`src/rtl/uart_rx_param.sv`:
```
// Oversampling UART receiver with configurable data width, optional parity and 1/2 stop bits.
// Each word is held in a one-entry valid/ready register together with its parity and framing status.
module uart_rx_param #(
  parameter int DATA_BITS  = 8,
  parameter int OVS        = 16,
  parameter int PARITY_EN  = 0,
  parameter int PARITY_ODD = 0,
  parameter int STOP_BITS  = 1
) (
  input  logic                 clk,
  input  logic                 n_rst,
  input  logic                 tick,
  input  logic                 rxd,
  output logic [DATA_BITS-1:0] rx_data,
  output logic                 valid,
  input  logic                 ready,
  output logic                 parity_err,
  output logic                 frame_err,
  output logic                 overrun,
  output logic [2:0]           state_dbg
);

  localparam int SW = $clog2(OVS);

  typedef enum logic [2:0] {IDLE, START, DATA, PARITY, STOP} state_t;

  state_t               state;
  logic                 rxd_m, rxd_s;
  logic [SW-1:0]        s_cnt;
  logic [2:0]           b_cnt;
  logic [DATA_BITS-1:0] shreg;
  logic                 par_acc, par_bad, stop_bad;
  logic                 mid, done;

  // Handshake: a word transfers on any rising clk edge where valid && ready.
  // valid stays high until that transfer; ready may be asserted independently of valid.
  assign mid       = tick && (s_cnt == SW'(OVS - 1));
  assign done      = (state == STOP) && mid && (b_cnt == 3'(STOP_BITS - 1));
  assign state_dbg = state;

  always_ff @(posedge clk or negedge n_rst) begin
    if (!n_rst) begin
      rxd_m <= 1'b1;
      rxd_s <= 1'b1;
    end else begin
      rxd_m <= rxd;
      rxd_s <= rxd_m;
    end
  end

  always_ff @(posedge clk or negedge n_rst) begin
    if (!n_rst) begin
      state      <= IDLE;
      s_cnt      <= '0;
      b_cnt      <= '0;
      shreg      <= '0;
      par_acc    <= 1'b0;
      par_bad    <= 1'b0;
      stop_bad   <= 1'b0;
      rx_data    <= '0;
      valid      <= 1'b0;
      parity_err <= 1'b0;
      frame_err  <= 1'b0;
      overrun    <= 1'b0;
    end else begin
      overrun <= 1'b0;
      // A completing frame may replace a word that is being accepted in the same cycle.
      if (done) begin
        if (!valid || ready) begin
          rx_data    <= shreg;
          parity_err <= par_bad;
          frame_err  <= stop_bad | ~rxd_s;
          valid      <= 1'b1;
        end else begin
          overrun <= 1'b1;
        end
      end else if (valid && ready) begin
        valid <= 1'b0;
      end

      case (state)
        IDLE: begin
          if (tick && !rxd_s) begin
            state <= START;
            s_cnt <= '0;
          end
        end
        START: begin
          if (tick) begin
            if (s_cnt == SW'(OVS / 2 - 1)) begin
              if (!rxd_s) begin
                state    <= DATA;
                s_cnt    <= '0;
                b_cnt    <= '0;
                par_acc  <= 1'b0;
                par_bad  <= 1'b0;
                stop_bad <= 1'b0;
              end else begin
                state <= IDLE;
              end
            end else begin
              s_cnt <= s_cnt + 1'b1;
            end
          end
        end
        DATA, PARITY, STOP: begin
          if (mid) begin
            s_cnt <= '0;
            if (state == DATA) begin
              shreg   <= {rxd_s, shreg[DATA_BITS-1:1]};
              par_acc <= par_acc ^ rxd_s;
              if (b_cnt == 3'(DATA_BITS - 1)) begin
                b_cnt <= '0;
                state <= (PARITY_EN != 0) ? PARITY : STOP;
              end else begin
                b_cnt <= b_cnt + 1'b1;
              end
            end else if (state == PARITY) begin
              par_bad <= par_acc ^ rxd_s ^ 1'(PARITY_ODD);
              state   <= STOP;
            end else begin
              stop_bad <= stop_bad | ~rxd_s;
              if (b_cnt == 3'(STOP_BITS - 1)) begin
                b_cnt <= '0;
                state <= IDLE;
              end else begin
                b_cnt <= b_cnt + 1'b1;
              end
            end
          end else if (tick) begin
            s_cnt <= s_cnt + 1'b1;
          end
        end
        default: state <= IDLE;
      endcase
    end
  end

endmodule

```
`config.mk`:
```
export PLATFORM = sky130hd
export DESIGN_NAME = uart_rx_param
export DESIGN_NICKNAME = d
export VERILOG_FILES = /design/src/rtl/uart_rx_param.sv
export SDC_FILE = /design/constraint.sdc
export NUM_CORES = 1
export LEC_CHECK = 0
export ABC_AREA = 1
export CAP_MARGIN = 20
export CELL_PAD_IN_SITES_DETAIL_PLACEMENT = 0
export CELL_PAD_IN_SITES_GLOBAL_PLACEMENT = 1
export CORE_MARGIN = 4
export CORE_UTILIZATION = 44
export CTS_CLUSTER_SIZE = 40
export DETAILED_ROUTE_END_ITERATION = 12
export PLACE_DENSITY_LB_ADDON = 0.15
export SYNTH_ARGS = -nofsm -noshare
export SYNTH_HDL_FRONTEND = slang
export SYNTH_SLANG_ARGS = --single-unit
export TNS_END_PERCENT = 1
```
`constraint.sdc`:
```
create_clock -name clk -period 3.06 [get_ports clk]
set_clock_uncertainty 0.1 [all_clocks]
set_input_delay 0.612 -clock clk [delete_from_list [all_inputs] [get_ports clk]]
set_output_delay 0.612 -clock clk [all_outputs]
set_load 0.01 [all_outputs]
```
* Word level (Yosys, flattened, before mapping)
Index checks and enable logic that the tools add are counted.
** Operators by class
- $add $sub $neg :: 2
- $mul :: 0
- Divide/modulo/power cells :: 0
- $lt $le $gt $ge :: 0
- Eq/ne operators :: 22
- Shifts and indexed selects :: 0
- Mux-type cells :: 45
- Bitwise gates (word level) :: 3
- Reductions and logical operators :: 23
** Operators with widths (count)
- $mux W3 :: 16
- $mux W4 :: 6
- $ne A2 B2 Y1 const B :: 9
- $reduce_and A6 Y1 :: 3
- $mux W1 :: 16
- $reduce_and A7 Y1 :: 2
- $ne A3 B3 Y1 const B :: 4
- $pmux W4 S3 :: 1
- $pmux W3 S3 :: 1
- $eq A3 B2 Y1 const B :: 2
- $eq A3 B3 Y1 const B :: 2
- $logic_not A3 Y1 :: 2
- $pmux W1 S2 :: 3
- $pmux W3 S2 :: 1
- $logic_and A1 B1 Y1 :: 5
- $reduce_and A5 Y1 :: 1
- $add A4 B1 Y4 const B :: 1
- $eq A4 B3 Y1 const B :: 1
- $eq A4 B4 Y1 const B :: 1
- $ne A4 B4 Y1 const B :: 1
- $reduce_and A2 Y1 :: 2
- $reduce_bool A2 Y1 :: 2
- $add A3 B1 Y3 const B :: 1
- $eq A3 B1 Y1 const B :: 1
- 10 further kinds :: 11
** Word-level totals
- Register bits :: 35
- Latch bits :: 0
- Bits in writable memories :: 0
- ROM bits :: 0
- Bits of input ports :: 5
- Output and inout bits :: 15
- Memories :: 0

* Logic depth before layout (Yosys ltp)
- Depth in word-level cells :: 6
- Gate-level depth with buffers :: 10
- Depth with buffers taken out :: 10

* Least setup slack after synthesis
OpenSTA, ideal clock, no wires.
- Path kind :: input -> register
- From :: in tick
- To :: reg state[0], in the netlist state_dbg[0]
- Arrival time :: 1.297 ns
- Required time :: 2.843 ns
- Setup slack :: 1.545 ns
- Stages :: 9
- Buffers on the path :: 0
- Cells stage by stage :: nand2_1 nor2_4 inv_1 nand2_2 nand2_4 inv_2 nand2_2 nand2_1 nand2_1
** On the way
- Longest elaborated chain between the ends :: 3
- Elaborated cells between the ends (all ways) :: 6
** Ends and longest elaborated chain
- start: declaration :: RTL line 12 : input logic tick,
- $logic_and A1 B1 Y1 (on tied branches) :: RTL line 83, 37
- $ne A2 B2 Y1 (no source line)
- $reduce_and A6 Y1 (no source line) *
- end signal: assignment :: RTL line 114 : state <= (PARITY_EN != 0) ? PARITY : STOP;
- end: declaration :: RTL line 27 : state_t state;
Mark *: on every way between the ends. The rest lies on a longest branch, timed or not.
A chain may end at the register's enable or synchronous reset.

* Worst setup path in the final report
- From :: reg state[0], in the netlist state_dbg[0]
- To :: out state_dbg[0]
** RTL lines
- end: declaration :: RTL line 20 : output logic [2:0] state_dbg
No word-level cell between the ends.

==> report_table.html <==
<table>
<tr><th>Metric</th><th>Value</th></tr>
<tr><th colspan="2">Routing</th></tr>
<tr><td>Routed vias/inst</td><td>4.739</td></tr>
<tr><td>Detail-routed net length per standard cell</td><td>11.61 µm</td></tr>
<tr><td>Post-route ant nets</td><td>0</td></tr>
<tr><td>Wirelength, routed</td><td>around 3600 µm</td></tr>
<tr><td>Vias</td><td>1455</td></tr>
<tr><td>Number of DRC violations after detailed-routing iteration 0</td><td>65</td></tr>
<tr><td>First-pass iteration count of the detailed router</td><td>4</td></tr>
<tr><td>Number of DRC violations after detailed routing</td><td>0</td></tr>
<tr><th colspan="2">Setup path</th></tr>
<tr><td>Largest fanout of any net on the critical path</td><td>8</td></tr>
<tr><td>Element type at the critical path start</td><td>flip-flop</td></tr>
<tr><td>Worst Setup Path Type</td><td>flip-flop to output pin</td></tr>
<tr><td>Data arrival time of the worst path</td><td>1.35 ns</td></tr>
<tr><td>Worst-path cell chain</td><td>clkdlybuf4s50_1</td></tr>
<tr><td>Buffers and inverters on the worst path</td><td>1</td></tr>
<tr><td>Dominant delay contributor by cell family on the critical path</td><td>buffers and inverters</td></tr>
<tr><td>Maximum cell stage delay along the critical path</td><td>0.59 ns</td></tr>
<tr><td>Required time at the endpoint of the critical path</td><td>2.35 ns</td></tr>
<tr><td>Category of the worst setup path capture point</td><td>output pin</td></tr>
<tr><td>Critical path's slowest cell</td><td>sky130_fd_sc_hd__clkdlybuf4s50_1</td></tr>
<tr><th colspan="2">STA</th></tr>
<tr><td>Upper clock frequency limit</td><td>0.4846 GHz</td></tr>
<tr><td>Sum Neg Setup Slack</td><td>0 ns</td></tr>
<tr><td>Max-slew violation count</td><td>0</td></tr>
<tr><td>Setup repair after global routing missed its margin</td><td>no</td></tr>
<tr><td>Final critical delay including setup and external delays</td><td>2.063 ns</td></tr>
<tr><td>Final setup violating endpoints</td><td>0</td></tr>
<tr><td>Hold violation count in the final report</td><td>0</td></tr>
<tr><td>Worst-margin pin slew</td><td>0.7669 ns</td></tr>
<tr><td>Final worst-path cycle share</td><td>67.43%</td></tr>
<tr><td>Final setup margin</td><td>0.9965 ns</td></tr>
<tr><td>Max-slew headroom at the worst pin</td><td>approximately 50%</td></tr>
<tr><th colspan="2">Global route</th></tr>
<tr><td>Via count of the first global-routing pass</td><td>1399</td></tr>
<tr><td>Wire length of the first global-routing pass</td><td>between 6000 and 7000 µm</td></tr>
<tr><td>Overall global routing resource usage</td><td>16.25%</td></tr>
<tr><td>Aggregate global routing overflow</td><td>0</td></tr>
<tr><td>Antenna violations before repair</td><td>0</td></tr>
<tr><td>Maximum number of pins on one net before global-route repair</td><td>36</td></tr>
<tr><th colspan="2">Logic synthesis</th></tr>
<tr><td>Unique masters post-synth</td><td>24</td></tr>
<tr><td>Flip-flop and latch count after synthesis</td><td>35</td></tr>
<tr><td>Fraction of post-synthesis cell area in the top cell type by area</td><td>between 40% and 50%</td></tr>
<tr><td>Total nets after synthesis</td><td>about 240</td></tr>
<tr><td>Synthesized instance count</td><td>roughly 230</td></tr>
<tr><td>Commonest cells in the netlist</td><td>sky130_fd_sc_hd__nand2_1, sky130_fd_sc_hd__dfrtp_1, sky130_fd_sc_hd__inv_1, sky130_fd_sc_hd__nor2_1</td></tr>
<tr><td>Leading register cell type out of synthesis</td><td>sky130_fd_sc_hd__dfrtp_1</td></tr>
<tr><td>Cell Area, Synth</td><td>1851 µm²</td></tr>
<tr><td>Fraction of synthesis flops using an asynchronous set or reset pin</td><td>between 90% and 100%</td></tr>
<tr><td>Total of warnings raised by yosys</td><td>0</td></tr>
<tr><td>Part of the Yosys area used for sequential elements</td><td>47.46%</td></tr>
<tr><td>Number of synthesized flops with an enable pin</td><td>0</td></tr>
<tr><td>Synth area leader</td><td>sky130_fd_sc_hd__dfrtp_1</td></tr>
<tr><td>Average size of a mapped cell</td><td>between 7 and 8 µm²</td></tr>
<tr><td>Cell types occupying the most area after synthesis</td><td>sky130_fd_sc_hd__dfrtp_1, sky130_fd_sc_hd__nand2_1, sky130_fd_sc_hd__inv_1, sky130_fd_sc_hd__nand3_1, sky130_fd_sc_hd__o21ai_0</td></tr>
<tr><td>Most repeated cell in the gate-level netlist after synthesis</td><td>sky130_fd_sc_hd__nand2_1</td></tr>
<tr><th colspan="2">Clocking</th></tr>
<tr><td>Clock transition at the registers of the reported paths</td><td>0.07 ns</td></tr>
<tr><td>Number of sinks on the clock net</td><td>35</td></tr>
<tr><td>Largest buffer count on any clock path</td><td>2</td></tr>
<tr><td>Source-to-sink clock delay at the later pin of the worst-skew pair</td><td>0.29 ns</td></tr>
<tr><td>H-tree depth</td><td>2</td></tr>
<tr><td>Number of instances resized during post-cts repair</td><td>0</td></tr>
<tr><td>Post-CTS Setup Repair Bufs</td><td>0</td></tr>
<tr><td>Clock tree from TritonCTS</td><td>built</td></tr>
<tr><td>Number of hold-repair buffers added at the cts stage</td><td>0</td></tr>
<tr><td>Number of buffers created by CTS</td><td>5</td></tr>
<tr><td>Clk Tree Root Cell</td><td>sky130_fd_sc_hd__clkbuf_8</td></tr>
<tr><th colspan="2">Die</th></tr>
<tr><td>IO Pins</td><td>20</td></tr>
<tr><td>Height of the die</td><td>72.85 µm</td></tr>
<tr><td>Floorplan row count</td><td>23</td></tr>
<tr><td>Effective utilization at floorplan</td><td>between 40% and 50%</td></tr>
<tr><td>Full die area</td><td>about 5300 µm²</td></tr>
<tr><td>Die Width</td><td>about 73 µm</td></tr>
<tr><td>Standard cell core area</td><td>4029 µm²</td></tr>
<tr><th colspan="2">Power</th></tr>
<tr><td>Total Power Consumption</td><td>about 1600 µW</td></tr>
<tr><td>Areal power density over the cells</td><td>727.4 nW/µm²</td></tr>
<tr><td>Peak supply drop</td><td>between 300 and 400 µV</td></tr>
<tr><td>Total leakage power</td><td>0.001055 µW</td></tr>
<tr><th colspan="2">Min path</th></tr>
<tr><td>Min-delay worst type</td><td>flip-flop to flip-flop</td></tr>
<tr><th colspan="2">Final layout</th></tr>
<tr><td>Fraction of final layout cells sized beyond drive strength 1</td><td>between 10% and 20%</td></tr>
<tr><td>Synthesis-to-finish area growth</td><td>16.77%</td></tr>
<tr><td>Number of nets in the layout</td><td>265</td></tr>
<tr><td>Number of antenna diodes</td><td>0</td></tr>
<tr><th colspan="2">Run</th></tr>
<tr><td>Max-cap viol count</td><td>0</td></tr>
<tr><th colspan="2">Placed design</th></tr>
<tr><td>Detailed-placement wirelength estimate</td><td>about 2700 µm</td></tr>
<tr><td>Routability cong.</td><td>0.7772</td></tr>
<tr><td>Number of buffers inserted by port buffering</td><td>19</td></tr>
<tr><td>Setup Slack @ Placement</td><td>0.8043 ns</td></tr>
<tr><th colspan="2">Run status</th></tr>
<tr><td>Outcome</td><td>finished, final reports clean</td></tr>
</table>
[cells in the final DEF, fill, tap and decap left out, types with 3 or more instances in the layout]
cell type and count:
sky130_fd_sc_hd__nand3_1 16, sky130_fd_sc_hd__clkdlybuf4s50_1 18, sky130_fd_sc_hd__o21ai_2 8, sky130_fd_sc_hd__nor2_2 3, sky130_fd_sc_hd__ha_1 4, sky130_fd_sc_hd__o21ai_0 16, sky130_fd_sc_hd__nor2_1 18, sky130_fd_sc_hd__o21ai_1 3
sky130_fd_sc_hd__nand2_1 75, sky130_fd_sc_hd__dfrtp_1 33, sky130_fd_sc_hd__nor2_4 3, sky130_fd_sc_hd__nand2_2 7, sky130_fd_sc_hd__clkbuf_8 5, sky130_fd_sc_hd__inv_1 29
[per-stage QoR]
stage               area (µm²)  util (%)  cells  hold WS (ns)
finish                    2161     53.63    307        0.2566
global route              2161     53.63    307        0.2722
CTS                       2161     53.63    307        0.2577
detailed placement        2076     51.52    299        0.2468
global placement          2076     51.52    299        0.2461
floorplan                 1851         -    232        0.2164
[worst paths after layout]
path	cells past startpoint	slack [ns]	to	start
setup / recovery	1	1.0	state_dbg[0]	state_dbg[0]$_DFFE_PN0P_
hold / removal	0	0.26	rxd_s$_DFF_PN1_	rxd_m$_DFF_PN1_
setup reg to reg	8	1.21	par_acc$_DFFE_PN0P_	state_dbg[2]$_DFFE_PN0P_
hold reg to reg	0	0.26	rxd_s$_DFF_PN1_	rxd_m$_DFF_PN1_
max in group asynchronous	1	2.08	stop_bad$_DFFE_PN0P_	n_rst
min in group asynchronous	1	0.29	state_dbg[2]$_DFFE_PN0P_	n_rst
[registers in the layout, indices dropped and copies added, names as in the netlist]
signal,count
b_cnt,3
frame_err,1
overrun,1
par_acc,1
par_bad,1
parity_err,1
rx_data,8
rxd_m,1
rxd_s,1
s_cnt,4
shreg,8
state_dbg,3
stop_bad,1
valid,1
[metal layers]
metal  up-vias  part of all wire (%)  track usage [%]
met5         -                     0                0
met3         4                   5.2            4.821
met2        25                    43            23.25
met1       646                    51            23.40
met4         0                   1.2            5.533
li1        780                     -                -
[area by class of cell]
cell class / instances / area (µm²)
Fill cell: 392 / 1868
Sequential cell: 35 / 878.3
Multi-Input combinational cell: 164 / 833.3
Timing Repair Buffer: 19 / 185.2
Inverter: 31 / 116.4
Clock buffer: 6 / 72.57
Tap cell: 50 / 62.56
Clock inverter: 2 / 12.51
[kinds of logic after synthesis]
kind of cell | share of synthesized area, %
flip-flops | 47.46
AO/OA/AOI/OAI | 9.939
XOR/XNOR | 0.4734
adder cells (fa/ha/maj) | 2.705
AND/OR/NAND/NOR | 31.91
buffers and inverters | 7.505
[power breakdown]
part | switching (µW) | internal [µW] | leakage (µW)
Clock | 167 | 159 | 0.0000412
Sequential | 60.9 | 519 | 0.000477
Combinational | 448 | 219 | 0.000537
(Power assumes the default switching activity.)
==> edit (same settings) <==
`PARITY_EN`: 0 -> 1.
--- a/src/rtl/uart_rx_param.sv
+++ b/src/rtl/uart_rx_param.sv
@@ -3,7 +3,7 @@
 module uart_rx_param #(
   parameter int DATA_BITS  = 8,
   parameter int OVS        = 16,
-  parameter int PARITY_EN  = 0,
+  parameter int PARITY_EN  = 1,
   parameter int PARITY_ODD = 0,
   parameter int STOP_BITS  = 1
 ) (
Check against the original RTL: same outputs for any inputs over 10 cycles, from zero or initial values and one cycle with n_rst low; that may be too few to reach the edited logic, so the function may still have changed.
==> edit against the unedited design <==
Fmax decreased by 4.0%; sequential cell count unchanged; design area increased by 3.0%; highest routed layer unchanged; wire length increased by 0.34%; power increased by 14%; hold slack about the same; cell count increased by 1.6%; worst setup slack got worse by 0.085 ns; synthesized area increased by 2.5%; critical path type unchanged; synthesized cell count increased by 3.0%; count of clock-buffer cells in the layout decreased by 1.
==> edit: results (changes against the unedited design) <==
metric	value	unit	change
status	finished clean		
synthTopCellsByCount	nand2_1, dfrtp_1, inv_1, nand3_1, nor2_1		
hpwl	2720	um	-1.0%
power.internal	1.03	mW	+14%
path_max_fanout	9		+1
largest_registers	rx_data (8), shreg (8), s_cnt (4)		
final_nets	270		+1.9%
layout.cells.non_filler	312		+1.6%
grt_max_degree	36		unchanged
grt_pass1_wl	6440	um	-2.4%
post_cts_buffers	0		unchanged
synth_cell_types	30		+25%
routed_wl	3580	um	+0.34%
root_buffer	clkbuf_8		
diodes	0		unchanged
cp-end-kind	output port		
peakVddDrop	362	uV	-4.3%
syn-mean-instance-area	7.94	sq um	-0.50%
hold_class	flop to flop		
syn-num-nets	248		+2.9%
grt_pass1_vias	1486		+6.2%
htree_levels	2		unchanged
placed_cells	304		+1.7%
clockBufferDepth	2		unchanged
firstDrtPassIters	4		unchanged
drive_above_1_share	16.0	%	+1.6 points
antenna_found_initial	0		unchanged
p_leak	1.12	nW	+5.8%
startpoint	state_dbg[1]		
worstReg2RegStart	s_cnt[0]		
grt_usage	15.1	%	-1.1 points
vias	1495		+2.7%
drv_cap	0		unchanged
slowest_delay	0.61	ns	+0.02 ns
crit_arrival	1.44	ns	+0.09 ns
hp-start	rxd_m		
cts_made_buffers	5		unchanged
fill_cells	405		+3.3%
critPathSlowestCell	clkdlybuf4s50_1		
insertion_delay	0.28	ns	
worst_pin_slew	0.432	ns	-0.335 ns
gp_congestion	0.858		+10%
drtIter0Drc	42		-35%
synth_seq_area_share	46.3	%	-1.2 points
synthTopCellsByArea	dfrtp_1, nand2_1, nand3_1		
path_delay_family	buffers and inverters		
place_ws	0.820	ns	+0.0161 ns
edit: cell type report:
cell class                      count  area share [%]
Sequential cell                    35            39.5
Multi-Input combinational cell    169            38.7
Timing Repair Buffer               20            8.89
Inverter                           30            5.06
Clock buffer                        5            3.09
Tap cell                           50            2.81
Clock inverter                      3            1.97
edit: metal layers:
layer  track usage [%]  vias up  routed length, um
met5                 0        -                  0
met4              5.63        0                 35
met3              3.28        4                118
met2              23.3       19               1580
met1              20.8      675               1840
li1                  -      797                  -
edit: per-stage QoR:
| stage | power (mW) | area [sq um] | hold slack, ns |
|---|---|---|---|
| 2_1_floorplan | 1.24 | 1900 | 0.216 |
| 3_3_place_gp | 1.41 | 2110 | 0.248 |
| 3_5_place_dp | 1.40 | 2110 | 0.249 |
| 4_1_cts | 1.82 | 2220 | 0.259 |
| 5_1_grt | 1.97 | 2220 | 0.265 |
| 6_report | 1.80 | 2220 | 0.257 |
edit: logic make-up after synthesis:
| kind of cell | Yosys count | synth area share [%] |
|---|---|---|
| adder cells (fa/ha/maj) | 4 | 2.64 |
| AND/OR/NAND/NOR | 135 | 32.5 |
| flip-flops | 35 | 46.3 |
| XOR/XNOR | 1 | 0.462 |
| buffers and inverters | 35 | 8.31 |
| AO/OA/AOI/OAI | 29 | 9.76 |
edit: path summary, 6_finish.rpt:
| path | endpoint | slack, ns | cells after the start |
|---|---|---|---|
| worst max-delay path | state_dbg[1] | 0.91 | 1 |
| worst min-delay path | rxd_s | 0.26 | 0 |
| min in group asynchronous | state_dbg[2] | 0.63 | 2 |
| worst min register to register | rxd_s | 0.26 | 0 |
| max in group asynchronous | rxd_m | 1.88 | 2 |
| worst max register to register | s_cnt[3] | 1.25 | 9 |
edit: power by group through the flow:
stage          registers (mW)  clock network, mW  logic (mW)
3_3_place_gp            0.615                  0       0.796
3_5_place_dp            0.614                  0       0.786
6_report                0.606              0.412       0.778
2_1_floorplan           0.586                  0       0.653
4_1_cts                 0.604              0.426       0.788
5_1_grt                 0.618              0.445       0.912
